==> config.mk <==
export PLATFORM = sky130hd
export DESIGN_NAME = rr_arbiter4
export DESIGN_NICKNAME = d
export VERILOG_FILES = /design/src/rtl/rr_arbiter4.sv
export SDC_FILE = /design/constraint.sdc
export NUM_CORES = 1
export LEC_CHECK = 0
export BUFFER_PORTS_ARGS = -buffer_cell sky130_fd_sc_hd__buf_4
export CORE_ASPECT_RATIO = 0.9
export CORE_MARGIN = 2
export CORE_UTILIZATION = 27
export DETAILED_ROUTE_END_ITERATION = 16
export PLACE_DENSITY = 0.56
export SLEW_MARGIN = 20
export SYNTH_ARGS = -nofsm -noshare
export SYNTH_HDL_FRONTEND = slang
export SYNTH_SLANG_ARGS = --single-unit
==> constraint.sdc <==
create_clock -name clk -period 1.7 [get_ports clk]
set_input_delay 0.085 -clock clk [delete_from_list [all_inputs] [get_ports clk]]
set_output_delay 0.085 -clock clk [all_outputs]
set_load 0.03 [all_outputs]
==> src/rtl/rr_arbiter4.sv <==
// Four-requester round-robin arbiter with a registered owner index and a one-hot grant decode.
// Define RR_ARB_TIMEOUT_EN to revoke grants held for MAX_HOLD cycles (pulses tmo).
module rr_arbiter4 #(
    parameter int unsigned MAX_HOLD = 16
) (
    input  logic       clk,
    input  logic       rstn,
    input  logic [3:0] req,
    output logic [3:0] gnt,
    output logic [1:0] gnt_idx,
    output logic       busy,
    output logic       tmo
);

    typedef enum logic {
        IDLE  = 1'b0,
        GRANT = 1'b1
    } state_t;

    state_t     state_reg, state_next;
    logic [1:0] idx_reg, idx_next;
    logic [1:0] last_reg, last_next;
    logic [3:0] gnt_reg, gnt_next;
    logic [2:0] win;          // {found, index}
    logic       win_valid;
    logic [1:0] win_idx;

    if (MAX_HOLD < 1 || MAX_HOLD > 255) begin : g_bad_max_hold
        $error("rr_arbiter4: MAX_HOLD must be in 1..255");
    end

    // First asserted request in the order base+1, base+2, base+3, base.
    function automatic logic [2:0] pick(input logic [1:0] base, input logic [3:0] r);
        logic [1:0] cand;
        pick = 3'b000;
        for (int k = 4; k >= 1; k--) begin
            cand = base + 2'(k);
            if (r[cand]) begin
                pick = {1'b1, cand};
            end
        end
    endfunction

    // last equals the current owner during GRANT, so one search serves every case.
    assign win       = pick(last_reg, req);
    assign win_valid = win[2];
    assign win_idx   = win[1:0];

`ifdef RR_ARB_TIMEOUT_EN
    localparam logic [7:0] HOLD_LAST = 8'(MAX_HOLD - 1);

    logic [7:0] hold_cnt_reg, hold_cnt_next;
    logic       hold_expired;
    logic       tmo_reg, tmo_next;

    assign hold_expired = (state_reg == GRANT) && (hold_cnt_reg == HOLD_LAST);
    assign tmo_next     = hold_expired && req[idx_reg];
    // Counter only advances while the same grant continues; any new grant restarts it.
    assign hold_cnt_next = ((state_reg == GRANT) && req[idx_reg] && !hold_expired)
                           ? hold_cnt_reg + 8'd1 : 8'd0;

    always_ff @(posedge clk or negedge rstn) begin
        if (!rstn) begin
            hold_cnt_reg <= 8'd0;
            tmo_reg      <= 1'b0;
        end else begin
            hold_cnt_reg <= hold_cnt_next;
            tmo_reg      <= tmo_next;
        end
    end

    assign tmo = tmo_reg;
`else
    assign tmo = 1'b0;
`endif

    always_comb begin
        state_next = state_reg;
        idx_next   = idx_reg;
        last_next  = last_reg;
        case (state_reg)
            IDLE: begin
                if (win_valid) begin
                    state_next = GRANT;
                    idx_next   = win_idx;
                    last_next  = win_idx;
                end
            end
            GRANT: begin
                if (!req[idx_reg]) begin
                    if (win_valid) begin
                        idx_next  = win_idx;
                        last_next = win_idx;
                    end else begin
                        state_next = IDLE;
                    end
                end
`ifdef RR_ARB_TIMEOUT_EN
                else if (hold_expired) begin
                    // Owner still requesting, so win_valid holds; it wins only if alone.
                    idx_next  = win_idx;
                    last_next = win_idx;
                end
`endif
            end
            default: begin
                state_next = IDLE;
            end
        endcase
    end

    genvar gi;
    for (gi = 0; gi < 4; gi++) begin : g_decode
        assign gnt_next[gi] = (state_next == GRANT) && (idx_next == 2'(gi));
    end

    always_ff @(posedge clk or negedge rstn) begin
        if (!rstn) begin
            state_reg <= IDLE;
            idx_reg   <= 2'd0;
            last_reg  <= 2'd3;
            gnt_reg   <= 4'b0000;
        end else begin
            state_reg <= state_next;
            idx_reg   <= idx_next;
            last_reg  <= last_next;
            gnt_reg   <= gnt_next;
        end
    end

    assign gnt     = gnt_reg;
    assign gnt_idx = idx_reg;
    assign busy    = (state_reg == GRANT);

endmodule

==> flow_summary_export.csv, run 1 <==
group,metric,value,unit
detailed_routing,vias,427,
critical_path,critPathBufInv,0,
global_route,globalRouteTotalUtil,10.7,%
clock_tree,cts_buffers,3,
finish,largest_register_ff_count,4,
critical_path,r2r-start,"gnt_idx[0]",
critical_path,path_cells,"mux2i_1 -> nor3b_2 -> or3_4 -> mux2_4",
critical_path,cp-start-kind,"flip-flop",
finish,final_layout_size_suffix_gt1_share,38.6,%
critical_path,rrSetupSlack,0.13,ns
finish,final_common_cell,"buf_4",
detailed_routing,drc,0,
synthesis,syn_nets,57,
synthesis,syn_area,519,µm²
global_route,grt_first_pass_wirelength,1770,µm
finish,n_antenna_cell,0,
detailed_routing,vias_per_cell,4.49,
power,irDropWorstVdd,0.000534,V
global_route,antenna_found_initial,0,
sta,timing.setup.tns,0,ns
clock_tree,post_cts_buffers,0,
clock_tree,h-tree-depth,1,
sta,fin_crit,1.57,ns
synthesis,ys_seq_area_share,43.9,%
sta,hold_viol,0,
sta,rsz0062_at_grt,"false",
sta,setup_viol,0,
finish,area_growth,32.8,%
sta,maxClockFrequency,638,MHz
global_route,overflow,0,
critical_path,crit_required,1.85,ns
global_route,grt_pass1_vias,381,
detailed_routing,dr.first_iter.drc_count,12,
synthesis,yosys.area.top_type,"dfrtp_1",
run,drv_cap,0,
finish,mostFrequentLayoutCells,"buf_4, nor2_1, dfrtp_1, nand2b_1",
critical_path,reg2reg_depth,4,
critical_path,arrival,1.72,ns
critical_path,worstSetupPathType,"flip-flop to flip-flop",
detailed_routing,dr.pass1.iters,4,
critical_path,reg2reg_to,"gnt_idx[0]",
die,die_width,50.2,µm
die,row_count,15,
clock_tree,clkLatencyLatePin,0.26,ns
critical_path,worstPathMaxFanout,6,
synthesis,synth_cell_type_count,27,
clock_tree,cts_tree,"done",
outcome,status,"finished clean",
synthesis,yosysWarnings,0,
place,gp_congestion,0.772,
power,p_leak,0.327,nW
die,pin_count,14,
place,numPortBuffers,12,
synthesis,syn_avg_cell_area,10.2,µm²
synthesis,synthTopCellsByArea,"dfrtp_1, dfstp_2, mux2i_1",
global_route,grt_max_degree,10,
min_path,min_path_type,"input port to asynchronous set/reset pin",
die,die_y,45.6,µm
critical_path,critPathSlowestCell,"or3_4",
clock_tree,cts.sinks,9,
detailed_routing,antenna_left,0,
critical_path,crit_family,"multiplexers",
die,core,1860,µm²
critical_path,slowest_delay,0.42,ns
synthesis,synth_cells,51,
die,start_util,27.9,%
sta,post-route-period-util,92.2,%
detailed_routing,drt-wirelength-per-cell,11.7,µm
finish,finalNonFillerCells,95,
synthesis,synth_top_area_share,33.7,%
place,dpl.cell_count,90,
sta,finalClockSkew,0.00304,ns
synthesis,synth-seq-cells,9,
clock_tree,path_clk_slew,0.06,ns
sta,drv_slew,0,
detailed_routing,wl,1120,µm
die,die_area,2290,µm²
power,power_density,1830,nW/µm²
critical_path,worst_setup_path_end_kind,"flip-flop",
clock_tree,root_buffer,"clkbuf_4",
finish,nNetsFinal,77,
clock_tree,cts.path.max_buffers,2,
cell type report:
cell class                 instances  area, µm²
multi-input combinational         38        265
timing repair buffer              17        130
sequential                         9        229
fill                             194       1170
clock buffer                       4       26.3
tap                               25       31.3
inverter                           2       7.51
worst register-to-register path: cells and delay by family (launching register included):
| kind | cells | cell delay [ns] |
|---|---|---|
| muxes | 2 | 0.54 |
| DFF | 1 | 0.39 |
| and+or+nand+nor | 2 | 0.53 |
report_power, final:
group          internal (mW)  switching (mW)
registers              0.324          0.0702
clock network         0.0906          0.0773
logic                  0.336           0.363
synthesized netlist by cell type (all sizes together):
master	n
mux2	2
and2b	1
inv	2
a22oi	1
dfrtp	7
nor2b	1
nor2	6
nand2b	4
nor3b	2
nor4	1
a311oi	1
dfstp	2
nor3	2
o21ai	2
a211o	2
a211oi	1
or2	1
buf	2
or3	1
a21o	1
o2bb2ai	1
a21oi	2
nand2	2
conb	1
mux2i	3
how the worst max path moves through the flow:
stage	startpoint	end	slack, ns	cells after the start
floorplan	gnt_idx[0]	gnt_idx[0]	-0.01	5
global placement	gnt_idx[0]	gnt_idx[0]	0.18	4
detailed placement	gnt_idx[0]	gnt_idx[0]	0.15	4
CTS	gnt_idx[0]	gnt_idx[0]	0.14	4
global route	last_reg[0]	gnt[3]	0.08	6
finish	gnt_idx[0]	gnt_idx[0]	0.13	4
timing repair:
| action | 4_1_cts | 5_1_grt |
|---|---|---|
| hold buffers | 1 | 0 |
| endpoints found under the setup margin | 0 | 0 |
| endpoints found under the hold margin | 9 | 0 |
| resized for setup | 0 | 0 |
kinds of logic after synthesis:
kind of cell	count (synthesis)	synth area share, %
simple gates	21	23.9
mux	5	11.6
other cells	1	0.722
compound gates	11	14.9
buf+inv	4	5.06
flops	9	43.9
routing by layer:
layer	global-route usage [%]	up-vias	share of wire, %
li1	-	220	-
met1	14.5	191	50
met2	14.7	14	42
met3	3.29	2	5.8
met4	6.67	0	1.3
met5	0	-	0
through the flow:
stage / power (mW) / utilization, % / cell area [µm²] / hold slack, ns / worst slack (ns)
after detailed placement: 1.10 / 35.2 / 653 / -0.0831 / 0.146
final: 1.26 / 37.1 / 689 / 0.175 / 0.132
after global routing: 1.34 / 37.1 / 689 / 0.176 / 0.0779
after floorplan: 0.887 / - / 520 / -0.211 / -0.0140
after global placement: 1.10 / 35.2 / 653 / -0.0853 / 0.182
after CTS: 1.27 / 37.1 / 689 / 0.179 / 0.136
Note: power is estimated with default switching activity, not from simulation.
==> inputs of run 2 (changes only) <==
--- a/config.mk
+++ b/config.mk
@@ -11,6 +11,7 @@
 export CORE_UTILIZATION = 27
 export DETAILED_ROUTE_END_ITERATION = 16
 export PLACE_DENSITY = 0.56
+export SETUP_SLACK_MARGIN = 0.5
 export SLEW_MARGIN = 20
 export SYNTH_ARGS = -nofsm -noshare
 export SYNTH_HDL_FRONTEND = slang
==> run 2 against run 1 <==
Against the previous run: routed wire length increased by 17%; cell count increased by 6.3%; clock skew decreased by 0.0018 ns; register-to-register slack improved by 0.04 ns; combinational power increased by 43%; final area increased by 22%; non-clock buffer count increased by 6; clock power about the same; utilization increased by 8.0 points; first-iteration DRC count decreased by 42%; via count increased by 10%; count of clock-buffer cells in the layout unchanged; critical endpoint unchanged; largest cell class unchanged.
==> flow_summary_export.csv, run 2 (synthesis gave the netlist of run 1 again) <==
group,metric,value,unit
finish,fillCellCount,188,
finish,final_common_cell,"buf_4",
global_route,grt_first_pass_wirelength,1990,µm
global_route,overflow,0,
detailed_routing,drc,0,
place,gp_congestion,0.672,
detailed_routing,antenna_left,0,
die,start_util,27.9,%
critical_path,worstSetupPathType,"flip-flop to flip-flop",
finish,finalInstanceArea,838,µm²
clock_tree,cts_buffers,3,
finish,largest_register_ff_count,4,
sta,fin_crit,1.53,ns
clock_tree,root_buffer,"clkbuf_4",
critical_path,rrSetupSlack,0.17,ns
outcome,status,"finished clean",
finish,nNetsFinal,83,
sta,setup_viol,0,
clock_tree,cts_tree,"done",
sta,finalClockSkew,0.00124,ns
global_route,grt_pass1_vias,467,
critical_path,slowest_delay,0.41,ns
clock_tree,h-tree-depth,1,
run,drv_cap,0,
finish,multiInputGateArea,362,µm²
finish,mostFrequentLayoutCells,"buf_4, dfrtp_1, nor2_1, clkbuf_4",
global_route,antenna_found_initial,0,
critical_path,worst_setup_path_end_kind,"flip-flop",
sta,maxClockFrequency,653,MHz
critical_path,path_cells,"mux2i_2 -> nor3b_2 -> or3_4 -> mux2_4",
sta,hold_viol,0,
detailed_routing,drt-wirelength-per-cell,12.9,µm
min_path,min_path_type,"input port to asynchronous set/reset pin",
die,die_width,50.2,µm
critical_path,reg2reg_to,"gnt_idx[0]",
clock_tree,clkLatencyLatePin,0.26,ns
global_route,globalRouteTotalUtil,11.8,%
critical_path,reg2reg_depth,4,
die,die_y,45.6,µm
finish,area_growth,61.4,%
clock_tree,cts.sinks,9,
detailed_routing,vias,471,
critical_path,critPathSlowestCell,"or3_4",
finish,n_antenna_cell,0,
critical_path,arrival,1.68,ns
detailed_routing,vias_per_cell,4.66,
critical_path,r2r-start,"gnt_idx[0]",
detailed_routing,wl,1300,µm
detailed_routing,dr.first_iter.drc_count,7,
sta,post-route-period-util,90.0,%
place,dp_hpwl,843,µm
critical_path,crit_path_start,"gnt_idx[0]",
die,row_count,15,
power,power,1.57,mW
sta,drv_slew,0,
power,irDropWorstVdd,0.000675,V
place,numPortBuffers,12,
critical_path,worstPathMaxFanout,3,
power,p_leak,0.387,nW
critical_path,crit_required,1.85,ns
critical_path,crit_family,"multiplexers",
clock_tree,path_clk_slew,0.06,ns
critical_path,cp-start-kind,"flip-flop",
clock_tree,cts.path.max_buffers,2,
finish,final_layout_size_suffix_gt1_share,59.2,%
critical_path,path_depth,4,
critical_path,critPathBufInv,0,
critical_path,endpoint,"gnt_idx[0]",
detailed_routing,dr.pass1.iters,4,
global_route,grt_max_degree,10,
die,die_area,2290,µm²
die,core,1860,µm²
die,pin_count,14,
finish,ff_latch_area,229,µm²
power,power_density,1870,nW/µm²
sta,rsz0062_at_grt,"true",
sta,timing.setup.tns,0,ns
place,dpl_cell_area,653,µm²
run 2: cell types whose count changed in the layout (fill, tap and decap cells not counted), moves of 2 or more:
cell and delta:
nand2b_4 +2, buf_6 +2, nand2b_1 -2, buf_4 +4
run 2: repair_timing:
action,CTS,global route
setup endpoints to repair,8,8
hold buffers,1,0
pin swaps,6,4
buffers inserted,3,3
resized for setup,10,9
hold endpoints to repair,9,0
run 2: where the power goes:
group	leakage, nW	internal (mW)	switching (mW)
Clock	0.0150	0.0906	0.0766
Sequential	0.104	0.324	0.0772
Combinational	0.268	0.521	0.478
run 2: worst reg2reg max path: stages, from the launching register on:
cell	delay, ns
dfrtp_2	0.40
mux2i_2	0.22
nor3b_2	0.07
or3_4	0.41
mux2_4	0.31
run 2: how the worst min path moves through the flow:
| stage | startpoint | to | slack, ns |
|---|---|---|---|
| floorplan | rstn | busy | -0.21 |
| global placement | rstn | gnt[3] | -0.08 |
| detailed placement | rstn | gnt[3] | -0.08 |
| CTS | rstn | gnt[3] | 0.18 |
| global route | rstn | gnt[3] | 0.19 |
| finish | rstn | gnt[1] | 0.18 |
run 2: routing by layer:
layer	vias up	wire length (µm)	track usage [%]
met3	2	72	3.29
met4	0	14	5.00
met2	15	648	19.7
li1	229	-	-
met5	-	0	0
met1	225	565	14.3
run 2: layout make-up:
cell class | count | area share [%]
timing repair buffer | 23 | 21.8
multi-input combinational | 38 | 43.1
inverter | 2 | 0.896
clock buffer | 4 | 3.13
tap | 25 | 3.73
sequential | 9 | 27.3
run 2: metrics by stage:
step / utilization, % / instances / setup WS [ns] / hold WS (ns)
final: 45.1 / 101 / 0.169 / 0.179
after detailed placement: 35.2 / 90 / 0.153 / -0.0838
after global placement: 35.2 / 90 / 0.166 / -0.0850
after CTS: 41.1 / 98 / 0.173 / 0.185
after floorplan: - / 51 / -0.0112 / -0.211
after global routing: 45.1 / 101 / 0.128 / 0.190
